[config.mk]
export PLATFORM = sky130hd
export DESIGN_NAME = row_accumulator
export DESIGN_NICKNAME = d
export VERILOG_FILES = /design/src/rtl/row_accumulator.sv
export SDC_FILE = /design/constraint.sdc
export NUM_CORES = 1
export LEC_CHECK = 0
export CORE_MARGIN = 2
export CORE_UTILIZATION = 35
export CTS_BUF_LIST = sky130_fd_sc_hd__clkbuf_4 sky130_fd_sc_hd__clkbuf_8
export DETAILED_ROUTE_END_ITERATION = 12
export PLACE_DENSITY = 0.62
export SLEW_MARGIN = 15
export SYNTH_ARGS = -nofsm -noshare
export SYNTH_HDL_FRONTEND = slang
export SYNTH_SLANG_ARGS = --single-unit
[constraint.sdc]
create_clock -name clk -period 4.4 [get_ports clk]
set_input_delay 1.1 -clock clk [delete_from_list [all_inputs] [get_ports clk]]
set_output_delay 1.1 -clock clk [all_outputs]
set_load 0.03 [all_outputs]
[src/rtl/row_accumulator.sv]
// row_accumulator
//
// Read end of the per-channel product FIFOs in the sparse matrix-vector
// datapath. Each channel pulls a row length from its length FIFO and then
// sums that many signed products into a per-channel accumulator. Finished
// row sums from all channels are merged by a round-robin arbiter into a
// single one-entry output register with a valid/ready handshake.
//
// Ports
//   clk              single clock, everything on the rising edge
//   rst              synchronous active-high reset
//   mult             product FIFO dout, channel i at [i*val_bits*2 +: val_bits*2]
//   mult_fifo_empty  product FIFO empty flags, one per channel
//   mult_fifo_read   product FIFO read enables, one per channel
//   len              row-length FIFO dout, channel i at [i*len_bits +: len_bits]
//   len_fifo_empty   length FIFO empty flags, one per channel
//   len_fifo_read    length FIFO read enables, one per channel
//   sum              signed row sum
//   sum_channel      channel that produced sum
//   sum_valid        sum/sum_channel hold a result
//   sum_ready        downstream accepts the result this cycle
//
// Both FIFO types are standard (non fall-through): dout is valid in the
// cycle after the read enable was high.

module row_accumulator #(
  parameter int channel_num = 4,
  parameter int val_bits    = 16,
  parameter int len_bits    = 16,
  parameter int acc_bits    = 40,
  parameter int ch_bits     = 2
) (
  input  logic                              clk,
  input  logic                              rst,
  input  logic [val_bits*2*channel_num-1:0] mult,
  input  logic [channel_num-1:0]            mult_fifo_empty,
  output logic [channel_num-1:0]            mult_fifo_read,
  input  logic [len_bits*channel_num-1:0]   len,
  input  logic [channel_num-1:0]            len_fifo_empty,
  output logic [channel_num-1:0]            len_fifo_read,
  output logic [acc_bits-1:0]               sum,
  output logic [ch_bits-1:0]                sum_channel,
  output logic                              sum_valid,
  input  logic                              sum_ready
);

  localparam int prod_bits = val_bits * 2;

  typedef enum logic [1:0] {
    LOAD_LEN,
    WAIT_LEN,
    ACC,
    DONE
  } ch_state_t;

  logic [channel_num-1:0] done_req;
  logic [channel_num-1:0] grant;
  logic [acc_bits-1:0]    acc_arr [channel_num];
  logic                   out_free;
  logic                   grant_found;
  logic [ch_bits-1:0]     grant_idx;
  logic [ch_bits-1:0]     rr_ptr;
  logic [ch_bits-1:0]     scan_idx;

  // The output entry can take a new result when it is empty or when its
  // current result leaves in this same cycle, so back-to-back results
  // flow without a bubble.
  assign out_free = !sum_valid || sum_ready;

  for (genvar i = 0; i < channel_num; i++) begin : g_ch
    ch_state_t             state_q;
    ch_state_t             state_d;
    logic [len_bits-1:0]   len_q;
    logic [len_bits-1:0]   issued_q;
    logic [len_bits-1:0]   received_q;
    logic [len_bits-1:0]   received_inc;
    logic [acc_bits-1:0]   acc_q;
    logic                  rd_pend_q;
    logic                  mult_rd;
    logic                  len_rd;
    logic [prod_bits-1:0]  product;
    logic [len_bits-1:0]   len_in;

    assign product = mult[i*prod_bits +: prod_bits];
    assign len_in  = len[i*len_bits +: len_bits];

    // A product read last cycle lands on dout now; counting it here lets
    // the final add and the move to DONE happen in the same cycle.
    assign received_inc = received_q + len_bits'(rd_pend_q);

    // Next state and read enables. Reads are forced low while rst is high
    // so nothing is pulled from the FIFOs during the reset cycle.
    always_comb begin
      state_d = state_q;
      mult_rd = 1'b0;
      len_rd  = 1'b0;
      case (state_q)
        LOAD_LEN: begin
          if (!len_fifo_empty[i]) begin
            len_rd  = 1'b1;
            state_d = WAIT_LEN;
          end
        end
        WAIT_LEN: begin
          state_d = (len_in == '0) ? DONE : ACC;
        end
        ACC: begin
          if (!mult_fifo_empty[i] && (issued_q < len_q)) begin
            mult_rd = 1'b1;
          end
          if (received_inc == len_q) begin
            state_d = DONE;
          end
        end
        DONE: begin
          if (grant[i]) begin
            state_d = LOAD_LEN;
          end
        end
        default: state_d = LOAD_LEN;
      endcase
      if (rst) begin
        mult_rd = 1'b0;
        len_rd  = 1'b0;
      end
    end

    // State register plus the row counters and accumulator. Entering a
    // row clears everything, so a reset or an earlier row leaves no residue.
    always_ff @(posedge clk) begin
      if (rst) begin
        state_q    <= LOAD_LEN;
        len_q      <= '0;
        issued_q   <= '0;
        received_q <= '0;
        acc_q      <= '0;
        rd_pend_q  <= 1'b0;
      end else begin
        state_q   <= state_d;
        rd_pend_q <= mult_rd;
        if (state_q == WAIT_LEN) begin
          len_q      <= len_in;
          issued_q   <= '0;
          received_q <= '0;
          acc_q      <= '0;
        end else begin
          if (mult_rd) begin
            issued_q <= issued_q + 1'b1;
          end
          if (rd_pend_q) begin
            acc_q      <= acc_q + acc_bits'($signed(product));
            received_q <= received_inc;
          end
        end
      end
    end

    assign mult_fifo_read[i] = mult_rd;
    assign len_fifo_read[i]  = len_rd;
    assign done_req[i]       = (state_q == DONE);
    assign acc_arr[i]        = acc_q;
  end

  // Round-robin pick: scan channels starting at rr_ptr and grant the first
  // one sitting in DONE, but only when the output entry can take it.
  always_comb begin
    grant       = '0;
    grant_found = 1'b0;
    grant_idx   = '0;
    scan_idx    = '0;
    for (int off = 0; off < channel_num; off++) begin
      scan_idx = ch_bits'((int'(rr_ptr) + off) % channel_num);
      if (out_free && !grant_found && done_req[scan_idx]) begin
        grant_found     = 1'b1;
        grant_idx       = scan_idx;
        grant[scan_idx] = 1'b1;
      end
    end
  end

  // Output entry and arbiter pointer. Without a grant the entry only
  // drains; sum and sum_channel are left untouched so they stay stable
  // while downstream stalls.
  always_ff @(posedge clk) begin
    if (rst) begin
      sum         <= '0;
      sum_channel <= '0;
      sum_valid   <= 1'b0;
      rr_ptr      <= '0;
    end else if (grant_found) begin
      sum         <= acc_arr[grant_idx];
      sum_channel <= grant_idx;
      sum_valid   <= 1'b1;
      rr_ptr      <= (grant_idx == ch_bits'(channel_num - 1)) ? '0 : grant_idx + 1'b1;
    end else if (sum_ready) begin
      sum_valid <= 1'b0;
    end
  end

endmodule

==> flow_metrics.env <==
export IMPL_period_minus_slack_ps=4110
export IMPL_cts_resized=0
export IMPL_die_area_um2=82900
export IMPL_final_cell_mix="nor2_1 (428), dfxtp_1 (405), mux2i_1 (273), ha_1 (260), nand2_1 (256)"
export IMPL_setup_violations=0
export IMPL_wire_per_inst_um=17.8
export IMPL_reg2regPathDepth=11
export IMPL_clkSinkCount=409
export IMPL_clk_latency_ps=680
export IMPL_layout_setup_ws_ps=286
export IMPL_syn_area_um2=28200
export IMPL_total_power_uw=12500
export IMPL_crit_start="g_ch[0].len_q[5]$_SDFFE_PP0P_"
export IMPL_synth_warnings=0
export IMPL_dp_slack_ps=-113
export IMPL_core_um2=80200
export IMPL_drtIter0Drc=1286
export IMPL_ys_ff_latch=409
export IMPL_yosysUniqueCellTypes=91
export IMPL_mostFrequentLayoutCell="nor2_1"
export IMPL_finalNetCount=4089
export IMPL_hpwl_um=65100
export IMPL_seq_area_um2=8190
export IMPL_crit_type="reg2out"
export IMPL_fillCellCount=8075
export IMPL_met2_usage_pct=33.6
export IMPL_track_usage_pct=20.1
export IMPL_postPlaceCellArea_um2=32100
export IMPL_syn_inst=3358
export IMPL_fin_crit_sh_pct=93.5
export IMPL_rrSetupSlack_ps=890
export IMPL_regToRegEndpoint="g_ch[3].state_q[0]$_SDFFE_PP0P_"
export IMPL_grt_overflow_total=0
export IMPL_finClkSkew_ps=24.7
export IMPL_postCtsSetupBuffers=0
export IMPL_ctsHoldBuffers=0
export IMPL_cp_end_kind="output pin"
export IMPL_wirelength_um=84600
export IMPL_die_h_um=288
export IMPL_r2r_start="rr_ptr[1]$_SDFFE_PP0P_"
export IMPL_io_pins=254
export IMPL_final_util_pct=42.2
export IMPL_synth_fp_nets=3825
export IMPL_top_usage_layer="met2"
export IMPL_cp_arrival_ps=3010
export IMPL_htreeDepth=3
export IMPL_std_cell_rows=104
export IMPL_leakagePower_uw=0.0142
export IMPL_port_buffers=253
export IMPL_tightest_slew_ps=1000
export IMPL_numCtsBuffers=80
export IMPL_grt_pass1_wl_um=132000
export IMPL_ys_seq_area_share_pct=29.0
export IMPL_crit_path_max_fanout=3
export IMPL_tns_ps=0
export IMPL_layout_drive_gt1_share_pct=7.82
export IMPL_ys_async_sr_fraction_pct=0
export IMPL_crit_required_ps=3300
export IMPL_clk_pin_slew_ps=50
export IMPL_ys_flop_type="dfxtp_1"
export IMPL_routabilityCongestion=0.912
export IMPL_slew_headroom_pct=33.1
export IMPL_cts_tree="yes"
export IMPL_synth_top_family_by_area="simple AND/OR/NAND/NOR gates"
export IMPL_clock_path_buffers=3
export IMPL_grt_setup_unrepaired="no"
export IMPL_max_clock_freq_mhz=243
export IMPL_via_per_inst=5.24
export IMPL_grt_start_max_net_pins=62
export IMPL_grt_use_met3_pct=5.56
export IMPL_synth_area_mux_share_pct=9.82
export IMPL_finalMaxSlewViolations=0
export IMPL_crit_end="mult_fifo_read[0]"
export IMPL_syn_area_per_cell_um2=8.40
export IMPL_cts_root_buffer="clkbuf_8"
export IMPL_hold_viol_final=0
export IMPL_fp_dieW_um=288
export IMPL_vdd_drop_max_mv=0.251
export IMPL_drc=0
export IMPL_grt_antenna_before_repair=15
export IMPL_synth_edf_count=0
export IMPL_vias=24850
export IMPL_cap_violations=0
export IMPL_syn_to_final_growth_pct=19.8
export IMPL_min_path_type="reg2reg"
export IMPL_initial_core_util_pct=35.2
export IMPL_status="finished clean"
export IMPL_postRouteAntennaNets=0
export IMPL_synth_xor_area_share_pct=9.96
export IMPL_synth_compound_area_share_pct=17.0
export IMPL_grtUsageMet1_pct=25.2
export IMPL_synth_adder_area_share_pct=11.8
export IMPL_start_kind="flip-flop"
export IMPL_detail_route_first_pass_iterations=7
export IMPL_synthSimpleGateAreaFrac_pct=18.5
export IMPL_multi_input_area_um2=19000
export IMPL_grt_pass1_vias=23920
export IMPL_stdcell_area_um2=33800
export IMPL_p_per_area_nw_per_um2=369
-- cell type report --
cell class              count  area share, %
multi-input cells        2684           56.1
flip-flops and latches    409           24.2
repair buffers            334           9.44
clock buffers             126           4.63
well taps                1060           3.92
inverters                 113           1.25
clock inverters            15          0.392
diodes                      2         0.0148
-- registers in the layout (all words and copies together) (netlist names) --
signal,flops
g_ch.rd_pend_q,4
g_ch.issued_q,64
sum_channel,2
sum_valid,1
sum,40
g_ch.len_q,64
rr_ptr,2
g_ch.state_q,8
g_ch.received_q,64
g_ch.acc_q,160
-- metal layers --
| layer | wire length, µm | vias to the layer above | share of wire [%] |
|---|---|---|---|
| met5 | 149 | - | 0.18 |
| met4 | 2120 | 24 | 2.5 |
| met3 | 5730 | 144 | 6.8 |
| met2 | 38900 | 527 | 46 |
| met1 | 37700 | 11587 | 45 |
| li1 | - | 12568 | - |
-- worst min-delay path by stage --
| stage | startpoint | to | cells after the start |
|---|---|---|---|
| detailed placement | sum[23]$_SDFFE_PP0P_ | sum[23]$_SDFFE_PP0P_ | 2 |
| global route | sum[22]$_SDFFE_PP0P_ | sum[22]$_SDFFE_PP0P_ | 2 |
| global placement | sum[23]$_SDFFE_PP0P_ | sum[23]$_SDFFE_PP0P_ | 2 |
| CTS | sum_channel[1]$_SDFFE_PP0P_ | sum_channel[1]$_SDFFE_PP0P_ | 2 |
| finish | sum_channel[1]$_SDFFE_PP0P_ | sum_channel[1]$_SDFFE_PP0P_ | 2 |
| floorplan | g_ch[3].issued_q[15]$_SDFFE_PP0P_ | g_ch[3].issued_q[15]$_SDFFE_PP0P_ | 2 |
-- report_power, final --
part	switching [µW]	leakage [µW]	internal, µW
clock network	1780	0.000904	2370
logic	2330	0.0100	1680
registers	333	0.00331	3970
total	4450	0.0142	8010
-- synthesized netlist by cell type, types with 9 or more instances --
library cell,count,area (µm²)
nor2b_1,29,181
mux2i_1,273,2730
a21o_1,103,773
or3_1,23,144
nor3b_1,12,90.1
xor2_1,172,1510
nand2b_1,20,125
o21ai_0,108,541
o21ai_1,17,85.1
clkbuf_1,106,398
o21a_1,21,158
nand3_1,94,470
nor3_1,24,120
a311oi_1,9,78.8
dfxtp_1,409,8190
and2_1,24,150
a211oi_1,42,315
xnor2_1,149,1310
inv_1,112,420
buf_1,13,48.8
a31oi_1,26,163
o221ai_1,45,394
a21oi_1,204,1020
nand4_1,67,419
o21bai_1,17,128
o31ai_1,11,82.6
and4_1,14,123
nor4_1,21,131
ha_1,260,3250
nand2_1,256,961
buf_2,18,90.1
o211ai_1,17,128
nor2_1,429,1610
and3_1,49,307
buf_4,12,90.1
-- critical path: stages (launching register included) --
cell and delay (ps):
dfxtp_1 380, inv_1 60, ha_1 310, a21o_1 180, a21o_1 170, a2111oi_2 330
o21ai_1 110, a31oi_1 170, o21ai_1 150, nand2_1 130, nand2b_1 80, inv_1 140
buf_12 140
-- stage by stage --
stage          instances  hold WS [ps]
2_1_floorplan       3358           442
3_3_place_gp        4600           443
3_5_place_dp        4600           446
4_1_cts             4741           462
5_1_grt             4742           476
6_report            4743           457
-- cells by family after synthesis --
group / Yosys count
AO/OA/AOI/OAI: 714
multiplexers: 276
flip-flops: 409
buffers and inverters: 265
AND/OR/NAND/NOR: 1109
XOR/XNOR: 321
adder cells (fa/ha/maj): 264
Note: power is estimated with default switching activity, not from simulation.
